<file path="src/rtl/imm_encoder.sv">
// RV32I immediate encoder. It scatters an immediate into the field bits of the selected
// format and flags values that format cannot hold. Two stages with valid/ready on both sides.
module imm_encoder #(
    parameter int size      = 32,
    parameter int ERR_CNT_W = 8
) (
    input  logic                 clk,
    input  logic                 rst_n,
    input  logic                 in_valid,
    output logic                 in_ready,
    input  logic [size-1:0]      in_template,
    input  logic [size-1:0]      in_imm,
    input  logic [2:0]           IMM_sel,
    output logic                 out_valid,
    input  logic                 out_ready,
    output logic [size-1:0]      out_instr,
    output logic                 out_err,
    output logic [ERR_CNT_W-1:0] err_count
);

    localparam logic [2:0] FMT_I = 3'd0;
    localparam logic [2:0] FMT_S = 3'd1;
    localparam logic [2:0] FMT_B = 3'd2;
    localparam logic [2:0] FMT_U = 3'd3;
    localparam logic [2:0] FMT_J = 3'd4;

    logic            s1_valid_q, s1_valid_d;
    logic [size-1:0] s1_tmpl_q, s1_imm_q;
    logic [2:0]      s1_sel_q;
    logic            s1_err_q;
    logic            s2_valid_q;
    logic [size-1:0] s2_instr_q;
    logic            s2_err_q;
    logic [ERR_CNT_W-1:0] err_cnt_q;

    logic            s2_load, s1_load;
    logic            in_err;
    logic            is_ok, b_ok, u_ok, j_ok;
    logic [size-1:0] pack_instr;

    assign s2_load  = !s2_valid_q || out_ready;
    assign in_ready = !s1_valid_q || s2_load;
    assign s1_load  = in_valid && in_ready;

    // A range check passes when all bits above the field's sign bit match that sign bit.
    assign is_ok = (&in_imm[31:11]) || !(|in_imm[31:11]);
    assign b_ok  = ((&in_imm[31:12]) || !(|in_imm[31:12])) && !in_imm[0];
    assign u_ok  = !(|in_imm[11:0]);
    assign j_ok  = ((&in_imm[31:20]) || !(|in_imm[31:20])) && !in_imm[0];

    always_comb begin
        in_err = 1'b1;
        case (IMM_sel)
            FMT_I, FMT_S: in_err = !is_ok;
            FMT_B:        in_err = !b_ok;
            FMT_U:        in_err = !u_ok;
            FMT_J:        in_err = !j_ok;
            default:      in_err = 1'b1;
        endcase
    end

    // An errored request passes the template through untouched, so there is never a partial patch.
    always_comb begin
        pack_instr = s1_tmpl_q;
        if (!s1_err_q) begin
            case (s1_sel_q)
                FMT_I: pack_instr[31:20] = s1_imm_q[11:0];
                FMT_S: begin
                    pack_instr[31:25] = s1_imm_q[11:5];
                    pack_instr[11:7]  = s1_imm_q[4:0];
                end
                FMT_B: begin
                    pack_instr[31]    = s1_imm_q[12];
                    pack_instr[30:25] = s1_imm_q[10:5];
                    pack_instr[11:8]  = s1_imm_q[4:1];
                    pack_instr[7]     = s1_imm_q[11];
                end
                FMT_U: pack_instr[31:12] = s1_imm_q[31:12];
                FMT_J: begin
                    pack_instr[31]    = s1_imm_q[20];
                    pack_instr[30:21] = s1_imm_q[10:1];
                    pack_instr[20]    = s1_imm_q[11];
                    pack_instr[19:12] = s1_imm_q[19:12];
                end
                default: pack_instr = s1_tmpl_q;
            endcase
        end
    end

    always_comb begin
        s1_valid_d = s1_valid_q;
        if (s1_load)      s1_valid_d = 1'b1;
        else if (s2_load) s1_valid_d = 1'b0;
    end

    always_ff @(posedge clk or negedge rst_n) begin
        if (!rst_n) begin
            s1_valid_q <= 1'b0;
            s1_tmpl_q  <= '0;
            s1_imm_q   <= '0;
            s1_sel_q   <= '0;
            s1_err_q   <= 1'b0;
        end else begin
            s1_valid_q <= s1_valid_d;
            if (s1_load) begin
                s1_tmpl_q <= in_template;
                s1_imm_q  <= in_imm;
                s1_sel_q  <= IMM_sel;
                s1_err_q  <= in_err;
            end
        end
    end

    // Output data only moves when a real result arrives, so it stays quiet between results.
    always_ff @(posedge clk or negedge rst_n) begin
        if (!rst_n) begin
            s2_valid_q <= 1'b0;
            s2_instr_q <= '0;
            s2_err_q   <= 1'b0;
        end else if (s2_load) begin
            s2_valid_q <= s1_valid_q;
            if (s1_valid_q) begin
                s2_instr_q <= pack_instr;
                s2_err_q   <= s1_err_q;
            end
        end
    end

    always_ff @(posedge clk or negedge rst_n) begin
        if (!rst_n)
            err_cnt_q <= '0;
        else if (s2_valid_q && out_ready && s2_err_q && !(&err_cnt_q))
            err_cnt_q <= err_cnt_q + ERR_CNT_W'(1);
    end

    assign out_valid = s2_valid_q;
    assign out_instr = s2_instr_q;
    assign out_err   = s2_err_q;
    assign err_count = err_cnt_q;

endmodule

</file>
<file path="config.mk">
export PLATFORM = sky130hd
export DESIGN_NAME = imm_encoder
export DESIGN_NICKNAME = d
export VERILOG_FILES = /design/src/rtl/imm_encoder.sv
export SDC_FILE = /design/constraint.sdc
export NUM_CORES = 1
export LEC_CHECK = 0
export BUFFER_PORTS_ARGS = -buffer_cell sky130_fd_sc_hd__buf_2
export CAP_MARGIN = 20
export CORE_MARGIN = 2
export CORE_UTILIZATION = 45
export DETAILED_ROUTE_END_ITERATION = 7
export MAX_ROUTING_LAYER = met4
export PLACE_DENSITY = 0.77
export SLEW_MARGIN = 5
export SYNTH_ARGS = -nofsm -noshare
export SYNTH_HDL_FRONTEND = slang
export SYNTH_SLANG_ARGS = --single-unit
</file>
<file path="constraint.sdc">
create_clock -name clk -period 2.3 [get_ports clk]
set_input_delay 0.345 -clock clk [delete_from_list [all_inputs] [get_ports clk]]
set_output_delay 0.345 -clock clk [all_outputs]
set_load 0.05 [all_outputs]
</file>
==> out/summary.log, run 1 <==
[status] status complete, no violations
[floorplanning] total I/O pin count 114
[sta] final critical path time including I/O delays and setup 1.71 ns
[drt] drt initial violations 307
[drt] Routed WL per cell 16.3 µm
[sta] highest clock rate 0.583 GHz
[cells_and_area] fill cell total of the finished layout 890
[placed_design] number of input and output port buffers inserted 113
[critical_path] type of element capturing the critical path flop
[synthesis] synth warn 0
[drt] Pre-Repair DR Iteration Count 5
[synthesis] Synth Register Bits 111
[drt] routed wire length 11.5 mm
[flow_run] Max-cap violations 0
[synthesis] Post-Synthesis Cell Area 0.00486 mm²
[drt] DR DRC count 0
[clocking] deepest level of the CTS H-tree 3
[cells_and_area] total area of sequential cells 0.00278 mm²
[synthesis] fraction of the yosys area taken by sequential cells 57.1%
[clocking] Post-CTS Setup Inserts 0
[synthesis] Synth cell types 45
[synthesis] Post-Synthesis Net Count 526
[synthesis] number of synthesized flops with an enable pin 0
[synthesis] post-synthesis async set-or-reset flop share 100%
[sta] slew margin rel. 61.0%
[clocking] number of hold-repair buffers added at the cts stage 1
[sta] unrepaired setup endpoints after global routing false
[critical_path] arrival time reported for the critical path endpoint 2.00 ns
[sta] total count of max-transition violations in the final report 0
[cells_and_area] fraction of layout instances using a drive strength above 1 33.0%
[min_path] WHS Path Cells 3
[synthesis] top_reg_cell synth sky130_fd_sc_hd__dfrtp_1
[grt] global router's overall resource usage 21.5%
[cells_and_area] number of nets in the finished design 636
[drt] count of antenna-violating nets left after detailed routing 0
[cells_and_area] Ant. Diodes 0
[power_and_ir_drop] power density normalized to cell area 972 mW/mm²
[sta] number of failing hold endpoints at the final stage 0
[floorplanning] starting density of the core 46.7%
[sta] transition time of the tightest slew-check pin 0.583 ns
[clocking] clock slew seen by the registers of the worst setup and hold paths 0.11 ns
[cells_and_area] total area of multi-input combinational cells 0.00197 mm²
[placed_design] routability-driven placement congestion ratio 0.924
[drt] detailed-route vias per instance 5.34
[critical_path] critical-path cell list nand3b_4, and2_2, buf_12, a31oi_1, o2111ai_1, a21o_1
[critical_path] type of the setup path with the least slack reg -> reg
[power_and_ir_drop] worst voltage drop across the vdd grid 0.000661 V
[critical_path] largest stage delay on the critical path 0.44 ns
[synthesis] number of cells produced by synthesis 454
[sta] worst clock skew on the final layout 0.0104 ns
[cells_and_area] P&R area growth vs syn 19.8%
[critical_path] CP max FO 25
[grt] first-pass GRT wire length 18.6 mm
[critical_path] logic depth of the worst register-to-register path 6
[grt] Congestion Overflow GR 0
[synthesis] average footprint of a synthesized cell 10.7 µm²
[clocking] Clock Tree Root sky130_fd_sc_hd__clkbuf_8
[clocking] clock net sink count 111
[power_and_ir_drop] leak pwr 0.00282 µW
[sta] final number of setup-violating endpoints 0
[critical_path] Crit path required time 2.58 ns
[grt] antenna violations before repair 0
[clocking] TritonCTS clock tree built
[power_and_ir_drop] overall power of the completed layout 5660 µW
[grt] number of global-route vias before repair 3780
[placed_design] placed wire-length estimate after detailed placement 8.52 mm
[sta] share of the clock period used by the worst path after layout 74.5%
[floorplanning] Placement Rows 37
[floorplanning] placeable core area 0.0104 mm²
[critical_path] type of origin of the critical path flop
[clocking] number of cells upsized or downsized after cts 0
[clocking] Worst-Skew Late Latency 0.38 ns
[floorplanning] Die Span Y 108 µm
[floorplanning] die area 0.0117 mm²
[sta] post-route setup TNS 0 ns
[grt] largest net degree at the start of global routing 42
[clocking] TritonCTS Buffers 9
[floorplanning] die extent in x 108 µm
[clocking] number of buffers on the longest clock path 2
[min_path] worst hold path class in -> reg
[drt] count of vias placed by the detailed router 3765
[critical_path] worst-path cell with the longest stage delay sky130_fd_sc_hd__dfrtp_1
-- metrics by stage --
| step | area (µm²) | util [%] | hold slack (ns) | cells | setup WS (ns) |
|---|---|---|---|---|---|
| 2_1_floorplan | 4860 | - | 0.0494 | 454 | 0.337 |
| 3_3_place_gp | 5590 | 53.6 | 0.364 | 688 | 0.570 |
| 3_5_place_dp | 5590 | 53.6 | 0.373 | 688 | 0.496 |
| 4_1_cts | 5820 | 55.9 | 0.134 | 705 | 0.583 |
| 5_1_grt | 5820 | 55.9 | 0.133 | 705 | 0.448 |
| 6_report | 5820 | 55.9 | 0.140 | 705 | 0.585 |
-- path summary, 6_finish.rpt --
kind | start | to | slack (ns)
max | out_valid | s1_err_q | 0.59
min | in_template[14] | s1_tmpl_q[14] | 0.14
max reg2reg | out_valid | s1_err_q | 0.59
min reg2reg | s1_tmpl_q[4] | s1_tmpl_q[4] | 0.48
max in group asynchronous | rst_n | s1_tmpl_q[3] | 1.18
min in group asynchronous | rst_n | s1_tmpl_q[24] | 0.48
-- cell usage in the layout, fill, tap and decap left out, types with 2 or more instances in the layout --
master and count:
sky130_fd_sc_hd__buf_12 3, sky130_fd_sc_hd__nand3_1 2, sky130_fd_sc_hd__buf_2 112, sky130_fd_sc_hd__clkbuf_8 9, sky130_fd_sc_hd__mux2i_1 13, sky130_fd_sc_hd__o21ai_0 17, sky130_fd_sc_hd__dfrtp_1 111, sky130_fd_sc_hd__nand2_1 130
sky130_fd_sc_hd__xor2_1 4, sky130_fd_sc_hd__clkinv_4 2, sky130_fd_sc_hd__nor2_1 15, sky130_fd_sc_hd__a21oi_1 10, sky130_fd_sc_hd__buf_4 6, sky130_fd_sc_hd__a22oi_1 5, sky130_fd_sc_hd__nand2b_1 5, sky130_fd_sc_hd__o22ai_1 7
sky130_fd_sc_hd__bufinv_16 2, sky130_fd_sc_hd__nand4_1 9, sky130_fd_sc_hd__nor3_1 4, sky130_fd_sc_hd__o22a_1 6, sky130_fd_sc_hd__mux2_2 43, sky130_fd_sc_hd__xnor2_1 4, sky130_fd_sc_hd__nand3b_1 2, sky130_fd_sc_hd__a21o_1 3
sky130_fd_sc_hd__o21ai_1 9, sky130_fd_sc_hd__a211oi_1 2, sky130_fd_sc_hd__nor4_1 8
-- sequential cells by signal (all words and copies together), names as in the netlist --
signal and flops:
out_err 1, out_valid 1, s1_valid_q 1, out_instr 32, s1_err_q 1, s1_imm_q 32, s1_tmpl_q 32, err_count 8
s1_sel_q 3
-- kinds of logic after synthesis --
logic type / count (synthesis) / share of synthesized area, %
xor gates and xnor gates: 8 / 1.44
buffers and inverters: 24 / 2.50
DFF: 111 / 57.1
AOI/OAI and AO/OA: 66 / 8.62
and+or+nand+nor: 187 / 17.2
adders and majority gates: 2 / 0.489
muxes: 56 / 12.6
-- where the power goes --
part           switching (µW)  internal (µW)  total [µW]
sequential                282           2310        2590
clock                     692            628        1320
combinational            1210            542        1750
total                    2180           3480        5660
-- worst max-delay path, delay by kind of cell (launching register included) --
family,cells,cell delay (ns)
simple gates,2,0.49
buf+inv,1,0.22
flops,1,0.44
compound gates,3,0.46
-- synth_stat cells (all sizes together), types with 2 or more instances --
cell type | count | area, µm²
nand4 | 9 | 56.3
clkbuf | 8 | 30.0
o22a | 6 | 52.6
xnor2 | 4 | 35.0
a22oi | 5 | 37.5
mux2i | 13 | 130
nand2 | 131 | 492
xor2 | 4 | 35.0
dfrtp | 111 | 2780
o21ai | 26 | 130
nor4 | 8 | 50.1
nor2 | 17 | 82.6
buf | 15 | 87.6
mux2 | 43 | 484
a21oi | 12 | 75.1
nand3b | 3 | 35.0
nor3 | 4 | 20.0
a211oi | 2 | 15.0
nand3 | 2 | 10.0
o22ai | 7 | 43.8
nand2b | 5 | 31.3
a21o | 3 | 22.5
-- final cells by class --
cell class | count | area share (%)
flip-flops and latches | 111 | 47.7
multi-input cells | 319 | 33.8
repair buffers | 122 | 11.6
well taps | 136 | 2.92
clock buffers | 9 | 2.13
clock inverters | 7 | 1.80
inverters | 1 | 0.0644
-- per-layer routing --
metal / GRT usage (%) / vias to the layer above / share of wire [%]
li1: - / 1785 / -
met1: 27.3 / 1839 / 43
met2: 34.4 / 122 / 49
met3: 4.22 / 19 / 5.9
met4: 7.78 / 0 / 1.8
met5: - / - / 0
Note: power is estimated with default switching activity, not from simulation.
==> run 2, diff against run 1 <==
- clock period: 2.3 -> 1.7 ns (I/O delays scaled with it)
==> run 2 against run 1 <==
Clock skew grew 0.0029 ns; via count is 0.77% higher; non-clock buffer count is 9 higher; critical path depth stayed put; die area stayed put; setup slack worse by 0.46 ns; power increased by 33%; flip-flop and latch count unchanged; design area increased by 0.90%; combinational power increased by 38%; cell count increased by 1.3%; critical endpoint is now err_count[7].
==> out/summary.log, run 2 (synthesis results as in run 1) <==
[critical_path] buffering stage count on the worst path with inverters included 0 [-1]
[sta] unrepaired setup endpoints after global routing false
[power_and_ir_drop] worst voltage drop across the vdd grid 0.00106 V [+60%]
[cells_and_area] commonest non-fill, non-tap cells in the layout sky130_fd_sc_hd__nand2_1 (130), sky130_fd_sc_hd__buf_2 (112), sky130_fd_sc_hd__dfrtp_1 (107)
[cells_and_area] Layout Cells excl Fill 714 [+1.3%]
[clocking] clock slew seen by the registers of the worst setup and hold paths 0.10 ns [about the same]
[grt] Congestion Overflow GR 0 [unchanged]
[grt] global router's overall resource usage 21.8% [+0.32 points]
[min_path] worst hold path class in -> reg
[drt] routed wire length 11.6 mm [+0.77%]
[power_and_ir_drop] leak pwr 0.00285 µW [+1.1%]
[sta] Post-Route Hold Slack 0.0540 ns [-0.0864 ns]
[floorplanning] die extent in x 108 µm [unchanged]
[critical_path] worst-path cell with the longest stage delay sky130_fd_sc_hd__dfrtp_2
[critical_path] Worst path top cell family by delay flip-flops
[critical_path] crit path launch err_count[0]
[critical_path] critical-path cell list ha_1, nand3_1, o2111a_2, nand4_1, nor2_1, xor2_1
[clocking] Worst-Skew Late Latency 0.38 ns [about the same]
[placed_design] routability-driven placement congestion ratio 0.936 [+1.3%]
[min_path] origin of the worst min-delay path in_template[17]
[clocking] TritonCTS Buffers 9 [unchanged]
[sta] post-route setup TNS 0 ns [unchanged]
[cells_and_area] fraction of layout instances using a drive strength above 1 35.1% [+2.1 points]
[floorplanning] die area 0.0117 mm² [unchanged]
[power_and_ir_drop] overall power of the completed layout 7520 µW [+33%]
[sta] number of failing hold endpoints at the final stage 0 [unchanged]
[drt] count of vias placed by the detailed router 3794 [+0.77%]
[placed_design] number of input and output port buffers inserted 113 [unchanged]
[drt] Routed WL per cell 16.2 µm [-0.50%]
[clocking] clock net sink count 111 [unchanged]
[sta] total count of max-transition violations in the final report 0 [unchanged]
[placed_design] count of placed standard cells including taps 697 [+1.3%]
[sta] worst clock skew on the final layout 0.0132 ns [+0.00285 ns]
[placed_design] Placement Setup Slack 0.0591 ns [-0.436 ns]
[critical_path] startpoint of the lowest-slack register-to-register path err_count[0]
[cells_and_area] P&R area growth vs syn 20.8%
[cells_and_area] Ant. Diodes 0 [unchanged]
[sta] transition time of the tightest slew-check pin 0.452 ns [-0.131 ns]
[clocking] deepest level of the CTS H-tree 3 [unchanged]
[drt] DR DRC count 0 [unchanged]
[cells_and_area] total area of multi-input combinational cells 0.00197 mm² [+0.13%]
[floorplanning] Die Span Y 108 µm [unchanged]
[drt] drt initial violations 215 [-30%]
[floorplanning] starting density of the core 46.7% [unchanged]
[critical_path] type of the setup path with the least slack reg -> reg
[sta] final critical path time including I/O delays and setup 1.57 ns [-0.141 ns]
[grt] first-pass GRT wire length 19.0 mm [+2.0%]
[clocking] Clock Tree Root sky130_fd_sc_hd__clkbuf_8
[sta] share of the clock period used by the worst path after layout 92.6% [+18 points]
[status] status complete, no violations
[grt] largest net degree at the start of global routing 57 [+36%]
[critical_path] type of element capturing the critical path flop
[clocking] TritonCTS clock tree built
[power_and_ir_drop] power density normalized to cell area 1280 mW/mm² [+32%]
[floorplanning] Placement Rows 37 [unchanged]
[sta] final number of setup-violating endpoints 0 [unchanged]
[sta] slew margin rel. 69.8% [+8.8 points]
[sta] highest clock rate 0.636 GHz [+9.0%]
[cells_and_area] fill cell total of the finished layout 911 [+2.4%]
[floorplanning] total I/O pin count 114 [unchanged]
[grt] antenna violations before repair 0 [unchanged]
[placed_design] placed wire-length estimate after detailed placement 8.72 mm [+2.4%]
[cells_and_area] number of nets in the finished design 645 [+1.4%]
[clocking] Post-CTS Setup Inserts 0 [unchanged]
[critical_path] CP max FO 5 [-80%]
[grt] number of global-route vias before repair 3889 [+2.9%]
[drt] count of antenna-violating nets left after detailed routing 0 [unchanged]
[critical_path] arrival time reported for the critical path endpoint 1.88 ns [-0.12 ns]
[drt] Pre-Repair DR Iteration Count 4 [-1]
[critical_path] Crit path required time 2.01 ns [-0.57 ns]
[critical_path] largest stage delay on the critical path 0.45 ns [about the same]
[flow_run] Max-cap violations 0 [unchanged]
[clocking] number of buffers on the longest clock path 2 [unchanged]
[cells_and_area] total area of sequential cells 0.00278 mm² [+0.18%]
[floorplanning] placeable core area 0.0104 mm² [unchanged]
[drt] detailed-route vias per instance 5.31 [-0.50%]
[critical_path] type of origin of the critical path flop
[cells_and_area] most common cell after layout, fill and taps aside sky130_fd_sc_hd__nand2_1
[sta] post-layout worst setup margin 0.126 ns [-0.459 ns]
-- run 2: worst paths after layout --
check	to	slack [ns]	cells past startpoint
max	err_count[7]	0.13	6
min	s1_tmpl_q[17]	0.05	3
max reg2reg	err_count[7]	0.13	6
min reg2reg	out_instr[22]	0.48	2
max in group asynchronous	err_count[1]	1.02	3
min in group asynchronous	out_instr[25]	0.41	3
-- run 2: final cells by class --
| cell class | instances | area share (%) |
|---|---|---|
| sequential | 111 | 47.3 |
| tap | 136 | 2.90 |
| clock buffer | 9 | 2.11 |
| timing repair buffer | 131 | 12.9 |
| clock inverter | 7 | 1.19 |
| multi-input combinational | 319 | 33.5 |
| inverter | 1 | 0.0639 |
-- run 2: tightest hold or removal path, stage by stage --
cell	delay [ns]
sky130_fd_sc_hd__buf_2	0.07
sky130_fd_sc_hd__nand2_1	0.04
sky130_fd_sc_hd__nand2_1	0.04
-- run 2: through the flow --
stage / area (µm²) / utilization (%)
after floorplan: 4870 / -
after global placement: 5670 / 54.4
after detailed placement: 5670 / 54.4
after CTS: 5870 / 56.4
after global routing: 5880 / 56.4
final: 5880 / 56.4
-- run 2: metal layers --
layer	up-vias	wire [µm]	track usage (%)	share of wire, %
li1	1806	-	-	-
met3	20	705	4.76	6.1
met2	125	5440	34.0	47
met4	0	227	8.24	2.0
met1	1843	5210	28.1	45
met5	-	0	-	0
-- run 2: power by group --
part / internal, µW / leakage [µW] / switching [µW]
clock network: 685 / 0.0000998 / 902
logic: 768 / 0.00141 / 1650
registers: 3130 / 0.00134 / 382
-- run 2: what timing repair did --
| item | CTS | global route |
|---|---|---|
| hold buffers | 1 | 0 |
| gates resized for setup | 0 | 3 |
| setup endpoints to repair | 0 | 13 |
| endpoints found under the hold margin | 111 | 0 |
